File: config.mk
export PLATFORM = sky130hd
export DESIGN_NAME = uart_tx
export DESIGN_NICKNAME = d
export VERILOG_FILES = /design/src/rtl/uart_tx_pkg.sv /design/src/rtl/uart_tx_fifo.sv /design/src/rtl/uart_tx.sv
export SDC_FILE = /design/constraint.sdc
export NUM_CORES = 1
export LEC_CHECK = 0
export BUFFER_PORTS_ARGS = -buffer_cell sky130_fd_sc_hd__buf_4
export CORE_MARGIN = 2
export CORE_UTILIZATION = 50
export DETAILED_ROUTE_END_ITERATION = 7
export PLACE_DENSITY = 0.67
export RECOVER_POWER = 100
export SLEW_MARGIN = 20
export SYNTH_ARGS = -nofsm -noshare
export SYNTH_HDL_FRONTEND = slang
export SYNTH_SLANG_ARGS = --single-unit
File: constraint.sdc
create_clock -name uart_clk_i -period 5.2 [get_ports uart_clk_i]
set_input_delay 0.52 -clock uart_clk_i [delete_from_list [all_inputs] [get_ports uart_clk_i]]
set_output_delay 0.52 -clock uart_clk_i [all_outputs]
set_load 0.1 [all_outputs]
File: src/rtl/uart_tx_pkg.sv
// ============================================================================
// Module      : uart_tx_pkg
// Description : Shared register addresses, STATUS bit indices, serialiser
//               state encoding and divider helper for the UART transmitter.
// Revision    : 1.0 - initial release
// ============================================================================
`default_nettype none

package uart_tx_pkg;

  // Register map on the 2-bit Wishbone address
  localparam logic [1:0] c_adr_data   = 2'd0;
  localparam logic [1:0] c_adr_status = 2'd1;
  localparam logic [1:0] c_adr_div_lo = 2'd2;
  localparam logic [1:0] c_adr_div_hi = 2'd3;

  // STATUS register bit positions
  localparam int c_stat_full  = 0;
  localparam int c_stat_empty = 1;
  localparam int c_stat_busy  = 2;
  localparam int c_stat_ovf   = 3;

  // Serialiser states
  typedef enum logic [1:0] {
    S_IDLE  = 2'd0,
    S_START = 2'd1,
    S_DATA  = 2'd2,
    S_STOP  = 2'd3
  } tx_state_t;

  // A divider below 2 cannot form a sensible bit period, so clamp it.
  function automatic logic [15:0] eff_div(input logic [15:0] div);
    return (div < 16'd2) ? 16'd2 : div;
  endfunction

endpackage

`default_nettype wire

File: src/rtl/uart_tx_fifo.sv
// ============================================================================
// Module      : uart_tx_fifo
// Description : Synchronous FIFO with extra pointer bit to tell full from
//               empty. Writes to a full FIFO and reads from an empty one are
//               ignored.
// Revision    : 1.0 - initial release
// ============================================================================
`default_nettype none

module uart_tx_fifo #(
  parameter int DEPTH = 8,
  parameter int WIDTH = 8
) (
  input  logic                     clk,
  input  logic                     rst_n,
  input  logic                     wr_en,
  input  logic [WIDTH-1:0]         din,
  input  logic                     rd_en,
  output logic [WIDTH-1:0]         dout,
  output logic                     full,
  output logic                     empty,
  output logic [$clog2(DEPTH):0]   count
);

  localparam int              c_aw      = $clog2(DEPTH);
  localparam logic [c_aw:0]   c_ptr_one = (c_aw+1)'(1);

  logic [WIDTH-1:0] r_mem [DEPTH];
  logic [c_aw:0]    r_wr_ptr;
  logic [c_aw:0]    r_rd_ptr;
  logic             w_push;
  logic             w_pop;

  assign w_push = wr_en & ~full;
  assign w_pop  = rd_en & ~empty;
  assign empty  = (r_wr_ptr == r_rd_ptr);
  assign full   = (r_wr_ptr[c_aw] != r_rd_ptr[c_aw]) &&
                  (r_wr_ptr[c_aw-1:0] == r_rd_ptr[c_aw-1:0]);
  assign count  = r_wr_ptr - r_rd_ptr;
  assign dout   = r_mem[r_rd_ptr[c_aw-1:0]];

  // Pointer update; reset discards any queued contents
  always_ff @(posedge clk or negedge rst_n) begin
    if (!rst_n) begin
      r_wr_ptr <= '0;
      r_rd_ptr <= '0;
    end else begin
      if (w_push) r_wr_ptr <= r_wr_ptr + c_ptr_one;
      if (w_pop)  r_rd_ptr <= r_rd_ptr + c_ptr_one;
    end
  end

  // Storage array; contents are meaningless until written, so no reset
  always_ff @(posedge clk) begin
    if (w_push) r_mem[r_wr_ptr[c_aw-1:0]] <= din;
  end

endmodule

`default_nettype wire

File: src/rtl/uart_tx.sv
// ============================================================================
// Module      : uart_tx
// Description : Wishbone-classic 8N1 UART transmitter with TX FIFO,
//               programmable 16-bit baud divider and idle interrupt.
// Revision    : 1.0 - initial release
// ============================================================================
`default_nettype none

module uart_tx
  import uart_tx_pkg::*;
#(
  parameter int FIFO_DEPTH  = 8,
  parameter int DEFAULT_DIV = 434
) (
  input  logic       uart_clk_i,
  input  logic       uart_rst_i,
  input  logic       wb_cyc_i,
  input  logic       wb_stb_i,
  input  logic       wb_we_i,
  input  logic [1:0] wb_adr_i,
  input  logic [7:0] wb_dat_i,
  output logic [7:0] wb_dat_o,
  output logic       wb_ack_o,
  output logic       uart_tx_o,
  output logic       uart_irq_o
);

  localparam int c_cnt_w = $clog2(FIFO_DEPTH) + 1;

  tx_state_t          r_state;
  tx_state_t          w_state_next;
  logic               r_ack;
  logic [7:0]         r_dat;
  logic [15:0]        r_div;
  logic               r_ovf;
  logic [7:0]         r_shift;
  logic [2:0]         r_bit_idx;
  logic [15:0]        r_timer;
  logic [15:0]        r_div_lat;
  logic               r_tx;

  logic               w_req;
  logic               w_wr;
  logic               w_rd;
  logic               w_push;
  logic               w_pop;
  logic               w_fifo_full;
  logic               w_fifo_empty;
  logic [c_cnt_w-1:0] w_fifo_count;
  logic [7:0]         w_fifo_dout;
  logic [4:0]         w_count_ext;
  logic [3:0]         w_count_sat;
  logic [7:0]         w_status;
  logic [7:0]         w_rdata;
  logic [15:0]        w_div_eff;
  logic               w_bit_end;
  logic               w_tx_next;

  // A new request is only accepted while ack is low, giving one ack per two cycles
  assign w_req  = wb_cyc_i & wb_stb_i & ~r_ack;
  assign w_wr   = w_req & wb_we_i;
  assign w_rd   = w_req & ~wb_we_i;
  assign w_push = w_wr & (wb_adr_i == c_adr_data);

  assign w_count_ext = 5'(w_fifo_count);
  assign w_count_sat = (w_count_ext > 5'd15) ? 4'hF : w_count_ext[3:0];

  always_comb begin
    w_status               = 8'h00;
    w_status[c_stat_full]  = w_fifo_full;
    w_status[c_stat_empty] = w_fifo_empty;
    w_status[c_stat_busy]  = (r_state != S_IDLE);
    w_status[c_stat_ovf]   = r_ovf;
    w_status[7:4]          = w_count_sat;
  end

  assign w_div_eff = eff_div(r_div);
  assign w_bit_end = (r_timer == 16'd0);

  assign wb_ack_o   = r_ack;
  assign wb_dat_o   = r_dat;
  assign uart_tx_o  = r_tx;
  assign uart_irq_o = w_fifo_empty & (r_state == S_IDLE);

  uart_tx_fifo #(
    .DEPTH (FIFO_DEPTH),
    .WIDTH (8)
  ) u_fifo (
    .clk   (uart_clk_i),
    .rst_n (uart_rst_i),
    .wr_en (w_push),
    .din   (wb_dat_i),
    .rd_en (w_pop),
    .dout  (w_fifo_dout),
    .full  (w_fifo_full),
    .empty (w_fifo_empty),
    .count (w_fifo_count)
  );

  // Read-data multiplexer over the register map
  always_comb begin
    w_rdata = 8'h00;
    case (wb_adr_i)
      c_adr_status: w_rdata = w_status;
      c_adr_div_lo: w_rdata = r_div[7:0];
      c_adr_div_hi: w_rdata = r_div[15:8];
      default:      w_rdata = 8'h00;
    endcase
  end

  // Registered acknowledge and read data
  always_ff @(posedge uart_clk_i or negedge uart_rst_i) begin
    if (!uart_rst_i) begin
      r_ack <= 1'b0;
      r_dat <= 8'h00;
    end else begin
      r_ack <= w_req;
      r_dat <= w_rd ? w_rdata : 8'h00;
    end
  end

  // Divider and sticky overflow; an overflowing push beats a clearing STATUS read
  always_ff @(posedge uart_clk_i or negedge uart_rst_i) begin
    if (!uart_rst_i) begin
      r_div <= 16'(DEFAULT_DIV);
      r_ovf <= 1'b0;
    end else begin
      if (w_wr && wb_adr_i == c_adr_div_lo) r_div[7:0]  <= wb_dat_i;
      if (w_wr && wb_adr_i == c_adr_div_hi) r_div[15:8] <= wb_dat_i;
      if (w_push && w_fifo_full)
        r_ovf <= 1'b1;
      else if (w_rd && wb_adr_i == c_adr_status)
        r_ovf <= 1'b0;
    end
  end

  // Serialiser state register
  always_ff @(posedge uart_clk_i or negedge uart_rst_i) begin
    if (!uart_rst_i) r_state <= S_IDLE;
    else             r_state <= w_state_next;
  end

  // Serialiser next state, FIFO pop and line level for the current state
  always_comb begin
    w_state_next = r_state;
    w_pop        = 1'b0;
    w_tx_next    = 1'b1;
    case (r_state)
      S_IDLE: begin
        if (!w_fifo_empty) begin
          w_pop        = 1'b1;
          w_state_next = S_START;
        end
      end
      S_START: begin
        w_tx_next = 1'b0;
        if (w_bit_end) w_state_next = S_DATA;
      end
      S_DATA: begin
        w_tx_next = r_shift[0];
        if (w_bit_end && r_bit_idx == 3'd7) w_state_next = S_STOP;
      end
      S_STOP: begin
        if (w_bit_end) begin
          if (!w_fifo_empty) begin
            w_pop        = 1'b1;
            w_state_next = S_START;
          end else begin
            w_state_next = S_IDLE;
          end
        end
      end
      default: w_state_next = S_IDLE;
    endcase
  end

  // Shift register, bit index and bit timer; divider latched at each frame start
  always_ff @(posedge uart_clk_i or negedge uart_rst_i) begin
    if (!uart_rst_i) begin
      r_shift   <= 8'h00;
      r_bit_idx <= 3'd0;
      r_timer   <= 16'd0;
      r_div_lat <= 16'd2;
    end else if (w_pop) begin
      r_shift   <= w_fifo_dout;
      r_bit_idx <= 3'd0;
      r_timer   <= w_div_eff - 16'd1;
      r_div_lat <= w_div_eff;
    end else if (r_state != S_IDLE) begin
      if (w_bit_end) begin
        r_timer <= r_div_lat - 16'd1;
        if (r_state == S_DATA) begin
          r_shift   <= {1'b0, r_shift[7:1]};
          r_bit_idx <= r_bit_idx + 3'd1;
        end
      end else begin
        r_timer <= r_timer - 16'd1;
      end
    end
  end

  // Line driver register keeps the serial output glitch-free
  always_ff @(posedge uart_clk_i or negedge uart_rst_i) begin
    if (!uart_rst_i) r_tx <= 1'b1;
    else             r_tx <= w_tx_next;
  end

endmodule

`default_nettype wire

=== Word-level counts from Yosys, hierarchy flattened ===
Memories as Yosys holds them, arrays and structs flattened.
Cells that the tools add are included.

* Flip-flop bits (word level): 80
* RAM bits: 64
* Word-level logic and storage cells: 94
* Memories: 1

* Add/subtract/negate cells: 7
* $lt $le $gt $ge: 2
* Equality and inequality tests: 14
* Mux-type cells: 29
* Bitwise operators: 12
* Reductions and logical operators: 16

{| class="wikitable"
|+ Memories
! name !! words !! bits a word !! read ports !! clocked after memory_dff !! write ports !! RTL line !! RTL
|-
| u_fifo.r_mem || 8 || 8 || 1 || 0 || 1 || uart_tx_fifo.sv:28 || <nowiki>logic [WIDTH-1:0] r_mem [DEPTH];</nowiki>
|}

{| class="wikitable"
|+ Operators with widths
! kind !! number
|-
| $mux W16 || 4
|-
| $sub A16 B1 Y16 const B || 3
|-
| $mux W8 || 5
|-
| $pmux W8 S3 || 1
|-
| $logic_not A16 Y1 || 1
|-
| $lt A16 B2 Y1 const B || 1
|-
| $mux W3 || 4
|-
| $reduce_bool A2 Y1 || 5
|-
| $add A4 B1 Y4 const B || 2
|-
| $and A1 B1 Y1 || 8
|-
| $eq A2 B2 Y1 const B || 4
|-
| $mux W2 || 4
|-
| $ne A2 B2 Y1 const B || 4
|-
| $pmux W2 S4 || 1
|-
| $mux W1 || 7
|-
| $logic_and A1 B1 Y1 || 6
|-
| $eq A2 B1 Y1 const B || 2
|-
| $eq A4 B4 Y1 || 1
|-
| $gt A4 B4 Y1 const B || 1
|-
| $logic_not A2 Y1 || 2
|-
| $mux W4 || 1
|-
| $not A1 Y1 || 4
|-
| $pmux W1 S2 || 2
|-
| $reduce_and A4 Y1 || 1
|-
| other kinds (6) || 6
|}

=== Logic depth before layout (Yosys ltp) ===
* Word-level depth: 7
* Mapped depth: 18
* Depth with buffers taken out: 13

=== Cells and area by module ===
A second synthesis with hierarchy kept.

* Cells, all modules: 628
* Area, all modules: 7176.9 um2

{| class="wikitable"
|+ By module, submodules not included
! module !! instances !! cells an instance !! area each (um2) !! seq. area each (um2)
|-
| uart_tx || 1 || 460 || 4180.3 || 1810.5
|-
| uart_tx_fifo || 1 || 168 || 2996.6 || 2122.0
|}

=== Worst setup path after synthesis ===
OpenSTA, ideal clock, no wires.

* Kind: register to register
* Start point: register u_fifo.r_rd_ptr[1]
* End point: register r_timer[12]
* Setup time: 69 ps
* Arrival: 4096 ps
* Data required time: 5131 ps
* Slack: 1035 ps
* Stages on the path, launching flop included: 19
* Path buffers: 5
* Cell sequence: dfrtp_1 > clkbuf_1 > buf_1 > inv_1 > ha_1 > and3_1 > a21boi_4 > a31o_2 > buf_2 > buf_2 > buf_2 > nand2b_1 > o21ai_0 > ha_1 > o211ai_1 > mux2i_4 > nand3_1 > or4_1 > nand3_1

* Longest elaborated chain between the ends: 5

{| class="wikitable"
|+ Ends and longest elaborated chain
! item !! RTL line !! RTL
|-
| start, declared || uart_tx_fifo.sv:30 || <nowiki>logic [c_aw:0] r_rd_ptr;</nowiki>
|-
| start signal, assigned || uart_tx_fifo.sv:49 || <nowiki>if (w_pop) r_rd_ptr <= r_rd_ptr + c_ptr_one;</nowiki>
|-
| $eq A4 B4 Y1 (*) || uart_tx_fifo.sv:36 || <nowiki>assign empty = (r_wr_ptr == r_rd_ptr);</nowiki>
|-
| $mux W1 (*) || uart_tx.sv:150, uart_tx.sv:165 ||
|-
| $mux W1 || uart_tx.sv:164 || <nowiki>if (w_bit_end) begin</nowiki>
|-
| $pmux W1 S2 (*) || uart_tx.sv:148 || <nowiki>case (r_state)</nowiki>
|-
| $mux W16 or $reduce_bool A2 Y1 (tied branches) || - ||
|-
| end signal, assigned || uart_tx.sv:187 || <nowiki>r_timer <= w_div_eff - 16'd1;</nowiki>
|-
| end signal, assigned || uart_tx.sv:191 || <nowiki>r_timer <= r_div_lat - 16'd1;</nowiki>
|-
| end signal, assigned || uart_tx.sv:197 || <nowiki>r_timer <= r_timer - 16'd1;</nowiki>
|-
| end, declared || uart_tx.sv:38 || <nowiki>logic [15:0] r_timer;</nowiki>
|}

Every way passes the cells marked *; elsewhere a longest branch is shown, timed or not.
A chain may end at the register's enable or synchronous reset.

=== Final worst setup path ===
* Start point: register u_fifo.r_rd_ptr[2]
* End point: register r_timer[15]

The elaborated chain is that of the path after synthesis.

==> results.md <==
- Worst min-delay path category: input port to asynchronous set/reset pin
- Cell mode on critical path: sky130_fd_sc_hd__a31oi_1
- Post-synthesis cell count: 580
- Via density: 6.02
- Post-DR wirelength/cell: 19.6 um
- Initial antenna violation count: 0
- Leakage Power: 0.00299 uW
- Clock buffer count from CTS: 17
- HPWL Detailed: 10500 um
- # nets final: 637
- Relative slew margins: -6.01%
- Diode count: 0
- Clock root cell: sky130_fd_sc_hd__clkbuf_16
- Critical path class: flop to flop
- Most common cell after layout, fill and taps aside: sky130_fd_sc_hd__nand2_1
- Row count: 43
- Part of the cycle the worst path needs: 85.4%
- Largest stage delay on the critical path: 1.18 ns
- Startpoint Class: flop
- Number of global-route vias before repair: 4802
- Placement-stage cell area: 7340 sq um
- Area of all placed cells without fillers: 7780 sq um
- Setup TNS Final: 0 ns
- Failing checks: max-capacitance violations, max-slew violations
- Data required time at the worst endpoint: 5.54 ns
- Largest driver fanout on the critical path: 32
- Final ANT Viol Nets: 0
- Final design utilization: 56.7%
- Worst slack after detailed placement: 1.13 ns
- Synthesized net count: 609
- Global-route wire length before repair: 25800 um
- Violation count after the first detailed-route iteration: 539
- Fmax: 0.225 GHz
- Count of buffers from port buffering: 25
- R2R depth: 10
- Post-CTS resize count: 0
- Final Worst Setup Slack: 0.760 ns
- Run status: complete, but fails checks
- Power Density: 582 nW/um^2
- Final number of max-transition violations: 33
- Number of buffers on the longest clock path: 2
- Number of buffers inserted for hold repair after clock tree synthesis: 0
- Length of the first detailed-routing pass in iterations: 5
- Highest ir drop seen on vdd: 0.000346 V
- Cell taking the most area after synthesis: sky130_fd_sc_hd__edfxtp_1
- Postcts setup bufs: 0
- Clock transition at path regs: 0.06 ns
- Stages on worst setup path: 10
- Share of flip-flops with an asynchronous set or reset: 55.6%
- Aggregate global-route resource usage: 23.1%
- Top Family by Delay on Critical Path: buffers and inverters
- Detailed-route via count: 4816
- Number of ports placed on the die boundary: 26
- Most frequent cells in the layout: sky130_fd_sc_hd__nand2_1, sky130_fd_sc_hd__dfrtp_1, sky130_fd_sc_hd__edfxtp_1
- Initial cell density of the core: 50.8%
- Least-Margin Pin Slew: 1.59 ns
- Placeable core region: 13700 sq um
- Global-route congestion overflow total: 0
- Distinct cell type count of the synthesized netlist: 68
- Pin count of the biggest net entering global routing: 81
- Area fraction of the dominant cell type after synthesis: 27.6%
- Arrival time at the worst endpoint: 4.78 ns
- Buffers and inverters on the worst path: 2
- Synthesis warning total: 0
- Fraction of final layout cells with drive strength greater than 1: 16.0%
- Sequential element share of the synthesized area: 56.4%
- Setup repair after global routing missed its margin: false
- Number of failing setup endpoints in the final timing report: 0
- Weighted congestion at the end of routability-driven global placement: 0.890
- Vertical extent of the die: 122 um
- DRC violation count after routing: 0
- Worst setup skew after layout: 0.00990 ns
- Area growth from synthesis to layout: 11.7%
- Number of enable-type register cells in the synthesized netlist: 64
- Number of sinks on the clock net: 144
- TritonCTS clock tree: yes
- MaxCap Viol Count: 1
- Total Wirelength: 15700 um
- Post-Syn Area per Cell: 12.0 sq um
- Minimum period implied by the final worst setup slack: 4.44 ns
- Critical path, cell by cell: clkinv_1 -> ha_1 -> and3_1 -> a21oi_4 -> a31oi_1 -> clkbuf_1 -> and2_1 -> o211ai_2 -> or4_1 -> a31oi_1
- Total standard cell area after synthesis: 6970 sq um
- Area of the die: 14900 sq um
- Die Width: 122 um
- Flip-flop and latch count after synthesis: 144
- Top flip-flop cell by instance count after synthesis: sky130_fd_sc_hd__dfrtp_1
- Cell with the largest stage delay on the worst path: sky130_fd_sc_hd__clkbuf_1
- Max H-tree Level: 4
- Area contributors post-synth: sky130_fd_sc_hd__edfxtp_1, sky130_fd_sc_hd__dfrtp_1, sky130_fd_sc_hd__mux4_2, sky130_fd_sc_hd__nand2_1, sky130_fd_sc_hd__mux2_2
- Clock insertion delay at the later pin of the skew report: 0.43 ns
- CP Capture Type: flop
- Total count of hold-check failures in the final report: 0
==> area by class of cell <==
cell class              count  area, sq um
repair buffers             35          169
flip-flops and latches    144         3930
clock inverters            13          129
multi-input cells         397         2850
clock buffers              18          429
fillers                  1123         5940
inverters                  13         48.8
well taps                 180          225
==> cell usage after synthesis (all sizes together), types with 4 or more instances <==
library cell and instances:
or3 5, nor3 14, a21oi 21, mux4 16, and3 6, nand3 4, o21ai 32, buf 11
a31oi 11, clkbuf 15, nor2b 9, nand2b 6, a21o 4, xnor2 9, xor2 8, o211ai 7
mux2i 8, a22oi 8, or4 7, nor2 40, dfrtp 73, nand2 81, o31ai 7, nor4 6
mux2 22, edfxtp 64, a211oi 13, inv 12, dfstp 7, ha 13
==> power breakdown <==
part           total, uW  internal [uW]  switching [uW]
Sequential          1680           1430             253
Clock               1160            664             500
Combinational       1680            673            1000
==> flip-flops by register name, summed over array words and instances (netlist names) <==
register / cells
uart_tx_o: 1
wb_ack_o: 1
r_bit_idx: 3
r_shift: 8
r_ovf: 1
u_fifo.r_rd_ptr: 4
r_div_lat: 16
wb_dat_o: 8
u_fifo.r_mem: 64
r_timer: 16
r_div: 16
u_fifo.r_wr_ptr: 4
r_state: 2
==> stage by stage <==
stage	power [uW]	hold WS, ns	std cells
floorplan	2950	0.224	580
global placement	3340	0.464	769
detailed placement	3390	0.481	769
CTS	4560	0.313	800
global route	4810	0.180	800
finish	4530	0.114	800
==> cell families after synthesis <==
family                     count (synthesis)  synth area share [%]
AOI/OAI and AO/OA                        125                  12.4
muxes                                     46                  10.1
adders and majority gates                 14                  2.62
DFF                                      144                  56.4
buffers and inverters                     39                  2.35
xor gates and xnor gates                  17                  2.41
and+or+nand+nor                          195                  13.7
==> metal layers <==
| metal | up-vias | global-route usage (%) | part of all wire [%] |
|---|---|---|---|
| met5 | - | 0 | 0 |
| met4 | 0 | 7.61 | 1.6 |
| met3 | 26 | 5.90 | 5.3 |
| met2 | 150 | 35.4 | 47 |
| met1 | 2429 | 32.3 | 46 |
| li1 | 2211 | - | - |
==> worst paths after layout <==
check / from / to / slack (ns)
hold / removal: uart_rst_i / r_bit_idx[2] / 0.11
max in group asynchronous: uart_rst_i / u_fifo.r_wr_ptr[1] / 4.53
setup / recovery: u_fifo.r_rd_ptr[2] / r_timer[15] / 0.76
hold reg to reg: r_div_lat[14] / r_div_lat[14] / 0.49
setup reg to reg: u_fifo.r_rd_ptr[2] / r_timer[15] / 0.76
min in group uart_clk_i: wb_we_i / r_ovf / 0.36
Power figures use the tool's default switching activity.
